[src/rtl/ahb_subordinate_regs_if.sv]
// rtl/ahb_subordinate_regs_if.sv - AHB-Lite bus bundle between manager and register subordinate
interface ahb_subordinate_regs_if #(
    parameter int DATA_WIDTH = 2,
    parameter int ADDR_WIDTH = 4
);
    logic                    hsel;
    logic [ADDR_WIDTH-1:0]   haddr;
    logic [2:0]              hsize;
    logic [1:0]              htrans;
    logic [2:0]              hburst;
    logic                    hwrite;
    logic [DATA_WIDTH*8-1:0] hwdata;
    logic [DATA_WIDTH*8-1:0] hrdata;
    logic                    hresp;
    logic                    hready;

    modport master (
        output hsel, haddr, hsize, htrans, hburst, hwrite, hwdata,
        input  hrdata, hresp, hready
    );

    modport slave (
        input  hsel, haddr, hsize, htrans, hburst, hwrite, hwdata,
        output hrdata, hresp, hready
    );
endinterface

[src/rtl/ahb_subordinate_regs.sv]
// rtl/ahb_subordinate_regs.sv - AHB-Lite subordinate register file with wait states and ERROR response
module ahb_subordinate_regs #(
    parameter int DATA_WIDTH  = 2,
    parameter int ADDR_WIDTH  = 4,
    parameter int WAIT_STATES = 0
) (
    input  logic                                           clk,
    input  logic                                           rst,
    ahb_subordinate_regs_if.slave                          bus,
    input  logic [DATA_WIDTH*8-1:0]                        status_in,
    output logic [(2**ADDR_WIDTH)*8-2*DATA_WIDTH*8-1:0]    ctrl_out
);
    localparam int NUM_WORDS = (2**ADDR_WIDTH) / DATA_WIDTH;
    localparam int DW        = DATA_WIDTH * 8;
    localparam int LANE_BITS = (DATA_WIDTH > 1) ? $clog2(DATA_WIDTH) : 0;
    localparam int WIDX_W    = (NUM_WORDS > 1) ? $clog2(NUM_WORDS) : 1;
    localparam int RW_WORDS  = NUM_WORDS - 2;
    localparam logic [WIDX_W-1:0] RO_IDX  = WIDX_W'(NUM_WORDS - 2);
    localparam logic [WIDX_W-1:0] RSV_IDX = WIDX_W'(NUM_WORDS - 1);
    localparam logic [3:0] WS_LAST = (WAIT_STATES > 0) ? 4'(WAIT_STATES - 1) : 4'd0;

    typedef enum logic [2:0] {
        S_IDLE,
        S_WAIT,
        S_DATA,
        S_ERR1,
        S_ERR2
    } state_t;

    state_t                state_q, state_d;
    logic [3:0]            wait_cnt_q, wait_cnt_d;
    logic [ADDR_WIDTH-1:0] addr_q, addr_d;
    logic [2:0]            size_q, size_d;
    logic                  write_q, write_d;
    logic [DW-1:0]         regs_q [RW_WORDS];
    logic [DW-1:0]         regs_d [RW_WORDS];

    logic                  hready_int;
    logic                  capture;
    logic                  req_err;
    logic [WIDX_W-1:0]     req_idx;
    logic [WIDX_W-1:0]     cur_idx;
    logic [31:0]           align_mask;
    logic [DW-1:0]         rdata;
    int                    lane_off;
    int                    nbytes;
    logic                  unused_bus;

    // Burst type and the SEQ/NSEQ distinction are irrelevant: every beat decodes on its own.
    assign unused_bus = ^{bus.hburst, bus.htrans[0]};

    assign hready_int = !(state_q == S_WAIT || state_q == S_ERR1);
    assign capture    = hready_int && bus.hsel && bus.htrans[1];
    assign cur_idx    = WIDX_W'(32'(addr_q) >> LANE_BITS);

    always_comb begin
        align_mask = (32'd1 << bus.hsize) - 32'd1;
        req_idx    = WIDX_W'(32'(bus.haddr) >> LANE_BITS);
        req_err    = (bus.hsize > 3'(LANE_BITS))
                   || (|(32'(bus.haddr) & align_mask))
                   || (bus.hwrite && (req_idx == RO_IDX))
                   || (req_idx == RSV_IDX);
    end

    always_comb begin
        state_d    = state_q;
        wait_cnt_d = wait_cnt_q;
        addr_d     = addr_q;
        size_d     = size_q;
        write_d    = write_q;
        case (state_q)
            S_WAIT: begin
                if (wait_cnt_q == WS_LAST) begin
                    state_d = S_DATA;
                end else begin
                    wait_cnt_d = wait_cnt_q + 4'd1;
                end
            end
            S_ERR1:  state_d = S_ERR2;
            default: state_d = S_IDLE;
        endcase
        // Only reachable from IDLE, DATA or ERR2 since capture requires hready high.
        if (capture) begin
            addr_d     = bus.haddr;
            size_d     = bus.hsize;
            write_d    = bus.hwrite;
            wait_cnt_d = 4'd0;
            if (req_err) begin
                state_d = S_ERR1;
            end else if (WAIT_STATES > 0) begin
                state_d = S_WAIT;
            end else begin
                state_d = S_DATA;
            end
        end
    end

    // DATA is only ever entered for a legal access, so cur_idx is a read/write word here.
    always_comb begin
        regs_d   = regs_q;
        lane_off = int'(32'(addr_q) & (DATA_WIDTH - 1));
        nbytes   = int'(32'd1 << size_q);
        if (state_q == S_DATA && write_q) begin
            for (int w = 0; w < RW_WORDS; w++) begin
                if (w == int'(cur_idx)) begin
                    for (int b = 0; b < DATA_WIDTH; b++) begin
                        if (b >= lane_off && b < lane_off + nbytes) begin
                            regs_d[w][b*8 +: 8] = bus.hwdata[b*8 +: 8];
                        end
                    end
                end
            end
        end
    end

    always_ff @(posedge clk) begin
        if (rst) begin
            state_q    <= S_IDLE;
            wait_cnt_q <= 4'd0;
            addr_q     <= '0;
            size_q     <= 3'd0;
            write_q    <= 1'b0;
            for (int w = 0; w < RW_WORDS; w++) begin
                regs_q[w] <= '0;
            end
        end else begin
            state_q    <= state_d;
            wait_cnt_q <= wait_cnt_d;
            addr_q     <= addr_d;
            size_q     <= size_d;
            write_q    <= write_d;
            regs_q     <= regs_d;
        end
    end

    always_comb begin
        rdata = '0;
        if ((state_q == S_WAIT || state_q == S_DATA) && !write_q) begin
            if (cur_idx == RO_IDX) begin
                rdata = status_in;
            end else begin
                for (int w = 0; w < RW_WORDS; w++) begin
                    if (w == int'(cur_idx)) begin
                        rdata = regs_q[w];
                    end
                end
            end
        end
    end

    assign bus.hrdata = rdata;
    assign bus.hready = hready_int;
    assign bus.hresp  = (state_q == S_ERR1) || (state_q == S_ERR2);

    for (genvar g = 0; g < RW_WORDS; g++) begin : g_ctrl
        assign ctrl_out[g*DW +: DW] = regs_q[g];
    end
endmodule
[src/flat_wrapper.sv]
// flat-port wrapper written by rule: the top's interface ports become plain ports
module ahb_subordinate_regs_flat 
#(
    parameter int DATA_WIDTH  = 2,
    parameter int ADDR_WIDTH  = 4,
    parameter int WAIT_STATES = 0
)
  (clk, rst, status_in, ctrl_out, bus_hsel, bus_haddr, bus_hsize, bus_htrans, bus_hburst, bus_hwrite, bus_hwdata, bus_hrdata, bus_hresp, bus_hready);
  ahb_subordinate_regs_if #(.DATA_WIDTH(DATA_WIDTH), .ADDR_WIDTH(ADDR_WIDTH)) bus_i ();
  input  logic clk;
  input  logic rst;
  input  logic [DATA_WIDTH*8-1:0] status_in;
  output logic [(2**ADDR_WIDTH)*8-2*DATA_WIDTH*8-1:0] ctrl_out;
  input wire logic [$bits(bus_i.hsel)-1:0] bus_hsel;
  input wire logic [$bits(bus_i.haddr)-1:0] bus_haddr;
  input wire logic [$bits(bus_i.hsize)-1:0] bus_hsize;
  input wire logic [$bits(bus_i.htrans)-1:0] bus_htrans;
  input wire logic [$bits(bus_i.hburst)-1:0] bus_hburst;
  input wire logic [$bits(bus_i.hwrite)-1:0] bus_hwrite;
  input wire logic [$bits(bus_i.hwdata)-1:0] bus_hwdata;
  output wire logic [$bits(bus_i.hrdata)-1:0] bus_hrdata;
  output wire logic [$bits(bus_i.hresp)-1:0] bus_hresp;
  output wire logic [$bits(bus_i.hready)-1:0] bus_hready;
  assign bus_i.hsel = bus_hsel;
  assign bus_i.haddr = bus_haddr;
  assign bus_i.hsize = bus_hsize;
  assign bus_i.htrans = bus_htrans;
  assign bus_i.hburst = bus_hburst;
  assign bus_i.hwrite = bus_hwrite;
  assign bus_i.hwdata = bus_hwdata;
  assign bus_hrdata = bus_i.hrdata;
  assign bus_hresp = bus_i.hresp;
  assign bus_hready = bus_i.hready;
  ahb_subordinate_regs #(.DATA_WIDTH(DATA_WIDTH), .ADDR_WIDTH(ADDR_WIDTH), .WAIT_STATES(WAIT_STATES)) u_core (.clk(clk), .rst(rst), .bus(bus_i), .status_in(status_in), .ctrl_out(ctrl_out));
endmodule
[config.mk]
export PLATFORM = sky130hd
export DESIGN_NAME = ahb_subordinate_regs_flat
export DESIGN_NICKNAME = d
export VERILOG_FILES = /design/src/rtl/ahb_subordinate_regs_if.sv /design/src/rtl/ahb_subordinate_regs.sv /design/src/flat_wrapper.sv
export SDC_FILE = /design/constraint.sdc
export NUM_CORES = 1
export LEC_CHECK = 0
export ABC_AREA = 0
export CORE_MARGIN = 5
export CORE_UTILIZATION = 30
export CTS_CLUSTER_SIZE = 20
export DETAILED_ROUTE_END_ITERATION = 7
export PLACE_DENSITY_LB_ADDON = 0.25
export SLEW_MARGIN = 20
export SYNTH_ARGS = -nofsm -noshare
export SYNTH_HDL_FRONTEND = slang
export SYNTH_SLANG_ARGS = --single-unit
[constraint.sdc]
create_clock -name clk -period 3.02 [get_ports clk]
set_clock_uncertainty 0.15 [all_clocks]
set_input_delay 0.453 -clock clk [delete_from_list [all_inputs] [get_ports clk]]
set_output_delay 0.453 -clock clk [all_outputs]
set_load 0.005 [all_outputs]
==> impl_metrics.csv <==
group,metric,value,unit
global_routing,met2_usage_grt,0.271,
floorplan,die_h,146,um
timing,tns,0,ns
setup_path,worst-path-max-fanout,15,
cells_and_area,regArea,2230,um2
cells_and_area,post_layout_nonfiller_instances,917,
global_routing,vias_in_the_first_global_route,4668,
cells_and_area,multi_input_area,3180,um2
synthesis,yosys-top-cells-area,"sky130_fd_sc_hd__dfxtp_1 (40%), sky130_fd_sc_hd__mux2i_1 (23%), sky130_fd_sc_hd__nand2b_1 (13%), sky130_fd_sc_hd__mux4_2 (6.5%), sky130_fd_sc_hd__o2bb2ai_1 (1.9%)",
route,wirelength,16700,um
hold_path,worst_hold_path_type,"reg2reg",
floorplan,placeableCoreArea,18100,um2
route,drt_first_iter_violations,190,
route,detail_route.drc_violations,0,
floorplan,design.die.area,21300,um2
global_routing,globalRouteMet1Util,0.190,
timing,slew_headroom,0.226,
run,maxCapViolations,0,
clock_network,postCtsSetupBuffers,0,
hold_path,min_from,"u_core.write_q$_SDFFE_PP0P_",
place,detailed_placer_s_ending_hpwl,12100,um
clock_network,clkSlewWorstSetupHoldPaths,0.07,ns
timing,tightestPinTransition,1.16,ns
power,static-leakage-power,2.63,nW
setup_path,critical_path.reg2reg.startpoint,"u_core.size_q[2]$_SDFFE_PP0P_",
cells_and_area,final.fill_count,1652,
global_routing,number_of_antenna_violations_at_the_first_check_in_global_routing,0,
synthesis,synth-seq-area-share,0.400,
clock_network,clock_sink_count,111,
hold_path,hold_end,"u_core.write_q$_SDFFE_PP0P_",
synthesis,synth-edff-count,0,
synthesis,synthesis.instances,537,
floorplan,initial_core_util,0.307,
clock_network,cts_tree,"yes",
synthesis,ys_warn_count,0,
synthesis,mean_instance_size_in_the_synthesized_netlist,10.3,um2
cells_and_area,number_of_antenna_repair_diodes,0,
synthesis,commonest_register_cell_after_synthesis,"sky130_fd_sc_hd__dfxtp_1",
synthesis,net_count_of_the_mapped_netlist,590,
cells_and_area,most-common-layout-cells,"sky130_fd_sc_hd__clkdlybuf4s50_1 (156), sky130_fd_sc_hd__mux2i_1 (125), sky130_fd_sc_hd__nand2b_1 (114)",
global_routing,grt_max_degree,127,
cells_and_area,layout-drive-gt1-share,0.0930,
global_routing,globalRouteOverflowTotal,0,
floorplan,num_ports,162,
timing,finalSetupViolations,0,
setup_path,regToRegEndpoint,"u_core.ctrl_out[43]$_SDFFE_PP0P_",
route,post_detailed_route_wirelength_per_cell,18.2,um
clock_network,post_cts_resize_count,1,
synthesis,synth_seq_cells,111,
place,port_buffers,157,
synthesis,mappedNetlistArea,5550,um2
clock_network,clkLatencyLatePin,0.35,ns
synthesis,ys_async_rst_share,0,
status,run_status,"finished, final reports clean",
global_routing,grt_first_pass_wirelength,26300,um
setup_path,worst-endpoint-required,2.42,ns
timing,grt_setup_unrepaired,"no",
floorplan,rows,49,
timing,min_period_over_period,0.959,
floorplan,fp.dieW,146,um
place,placed_cells_incl_taps,901,
global_routing,most_used_layer_global_route,"met2",
synthesis,synth_top_cell_area_share,0.400,
power,vdd_ir_drop_max,0.259,mV
setup_path,worstSetupStartpoint,"u_core.addr_q[1]$_SDFFE_PP0P_",
setup_path,arrival,2.29,ns
route,detail-route-antenna-nets,0,
timing,timing_max_transition_violations_final,0,
global_routing,gr-usage-all-layers,0.155,
synthesis,largest_area_contributor_in_the_netlist,"sky130_fd_sc_hd__dfxtp_1",
synthesis,ys_types,43,
place,place_congestion,0.798,
clock_network,cts-root-to-sink-buffers,2,
cells_and_area,area.growth.synth_to_final,40.6,%
cells_and_area,fin_nets,736,
route,vias_per_cell,4.81,
clock_network,cts-buffers-inserted,9,
clock_network,cts.hold.buffers_added,0,
route,first_pass_iters,4,
setup_path,worst_r2r_path_depth,6,
timing,max_clock_freq,345,MHz
timing,final_count_of_hold_timing_violations,0,
setup_path,worst-r2r-setup-slack,0.26,ns
global_routing,met3_usage,0.0328,
setup_path,critPathLaunchType,"register",
hold_path,holdPathStages,2,
clock_network,h-tree-depth,3,
clock_network,clock-root-buffer,"sky130_fd_sc_hd__clkbuf_16",
route,routed-via-count,4410,
setup_path,setup.worst_path.class,"reg2out",
cells_and_area,final_common_cell,"sky130_fd_sc_hd__clkdlybuf4s50_1",
timing,final_period_minus_worst_setup_slack,2.90,ns
setup_path,setup.worst_path.end_class,"output pin",
power,power.density,409,nW/um2
-- metal layers --
layer	wire length, um	vias up
li1	-	2165
met1	7440	2122
met2	8230	107
met3	772	16
met4	283	0
met5	0	-
-- layout make-up --
| type | count | share of cell area |
|---|---|---|
| Multi-Input combinational cell | 385 | 0.407 |
| Sequential cell | 111 | 0.285 |
| Timing Repair Buffer | 173 | 0.222 |
| Tap cell | 229 | 0.0367 |
| Clock buffer | 9 | 0.0288 |
| Clock inverter | 7 | 0.0183 |
| Inverter | 3 | 0.00144 |
-- cells in the mapped netlist, types with 4 or more instances --
master / n
sky130_fd_sc_hd__nor2_1: 26
sky130_fd_sc_hd__a211oi_1: 4
sky130_fd_sc_hd__a21oi_1: 14
sky130_fd_sc_hd__clkbuf_1: 24
sky130_fd_sc_hd__ha_1: 5
sky130_fd_sc_hd__buf_2: 11
sky130_fd_sc_hd__nor3_1: 6
sky130_fd_sc_hd__nand2b_1: 114
sky130_fd_sc_hd__nand2_1: 22
sky130_fd_sc_hd__mux2i_1: 125
sky130_fd_sc_hd__mux4_2: 16
sky130_fd_sc_hd__o2bb2ai_1: 12
sky130_fd_sc_hd__dfxtp_1: 111
-- cells by family after synthesis --
kind of cell,count (synthesis),synth area share
simple gates,197,0.210
flops,111,0.400
mux,141,0.290
compound gates,38,0.0507
xor+xnor,4,0.00631
buf+inv,41,0.0315
fa+ha+maj,5,0.0113
-- worst max path at each step --
stage / end / slack [ns] / cells past startpoint
floorplan: bus_hrdata[12] / 0.78 / 6
detailed placement: u_core.ctrl_out[43]$_SDFFE_PP0P_ / 0.28 / 6
CTS: bus_hrdata[5] / 0.08 / 5
global route: bus_hrdata[5] / 0.01 / 5
global placement: bus_hrdata[3] / 0.36 / 5
finish: bus_hrdata[5] / 0.12 / 5
-- sequential cells by signal (all words and copies together), names as in the netlist --
| register | flops |
|---|---|
| u_core.ctrl_out | 96 |
| u_core.addr_q | 4 |
| u_core.wait_cnt_q | 4 |
| u_core.size_q | 3 |
| u_core.state_q | 3 |
| u_core.write_q | 1 |
-- report_power, final --
part / switching [W] / internal, W
clock network: 0.000547 / 0.000898
logic: 0.000119 / 0.000135
registers: 0.0000252 / 0.00147
total: 0.000691 / 0.00250
-- stage by stage --
stage	worst slack, ns	cell area (um2)	total power (W)	hold WS, ns	util
2_1_floorplan	0.780	5550	0.00166	0.295	-
3_3_place_gp	0.357	7440	0.00178	0.314	0.411
3_5_place_dp	0.275	7440	0.00179	0.321	0.411
4_1_cts	0.0811	7810	0.00323	0.331	0.432
5_1_grt	0.0107	7810	0.00331	0.361	0.432
6_report	0.122	7810	0.00319	0.331	0.432
-- critical path, stage by stage (launching register included) --
cell and delay [ns]:
sky130_fd_sc_hd__dfxtp_4 0.51, sky130_fd_sc_hd__buf_4 0.24, sky130_fd_sc_hd__mux4_2 0.51, sky130_fd_sc_hd__nor2_1 0.10
sky130_fd_sc_hd__a211oi_1 0.07, sky130_fd_sc_hd__clkdlybuf4s50_1 0.52
Power figures use the tool's default switching activity.
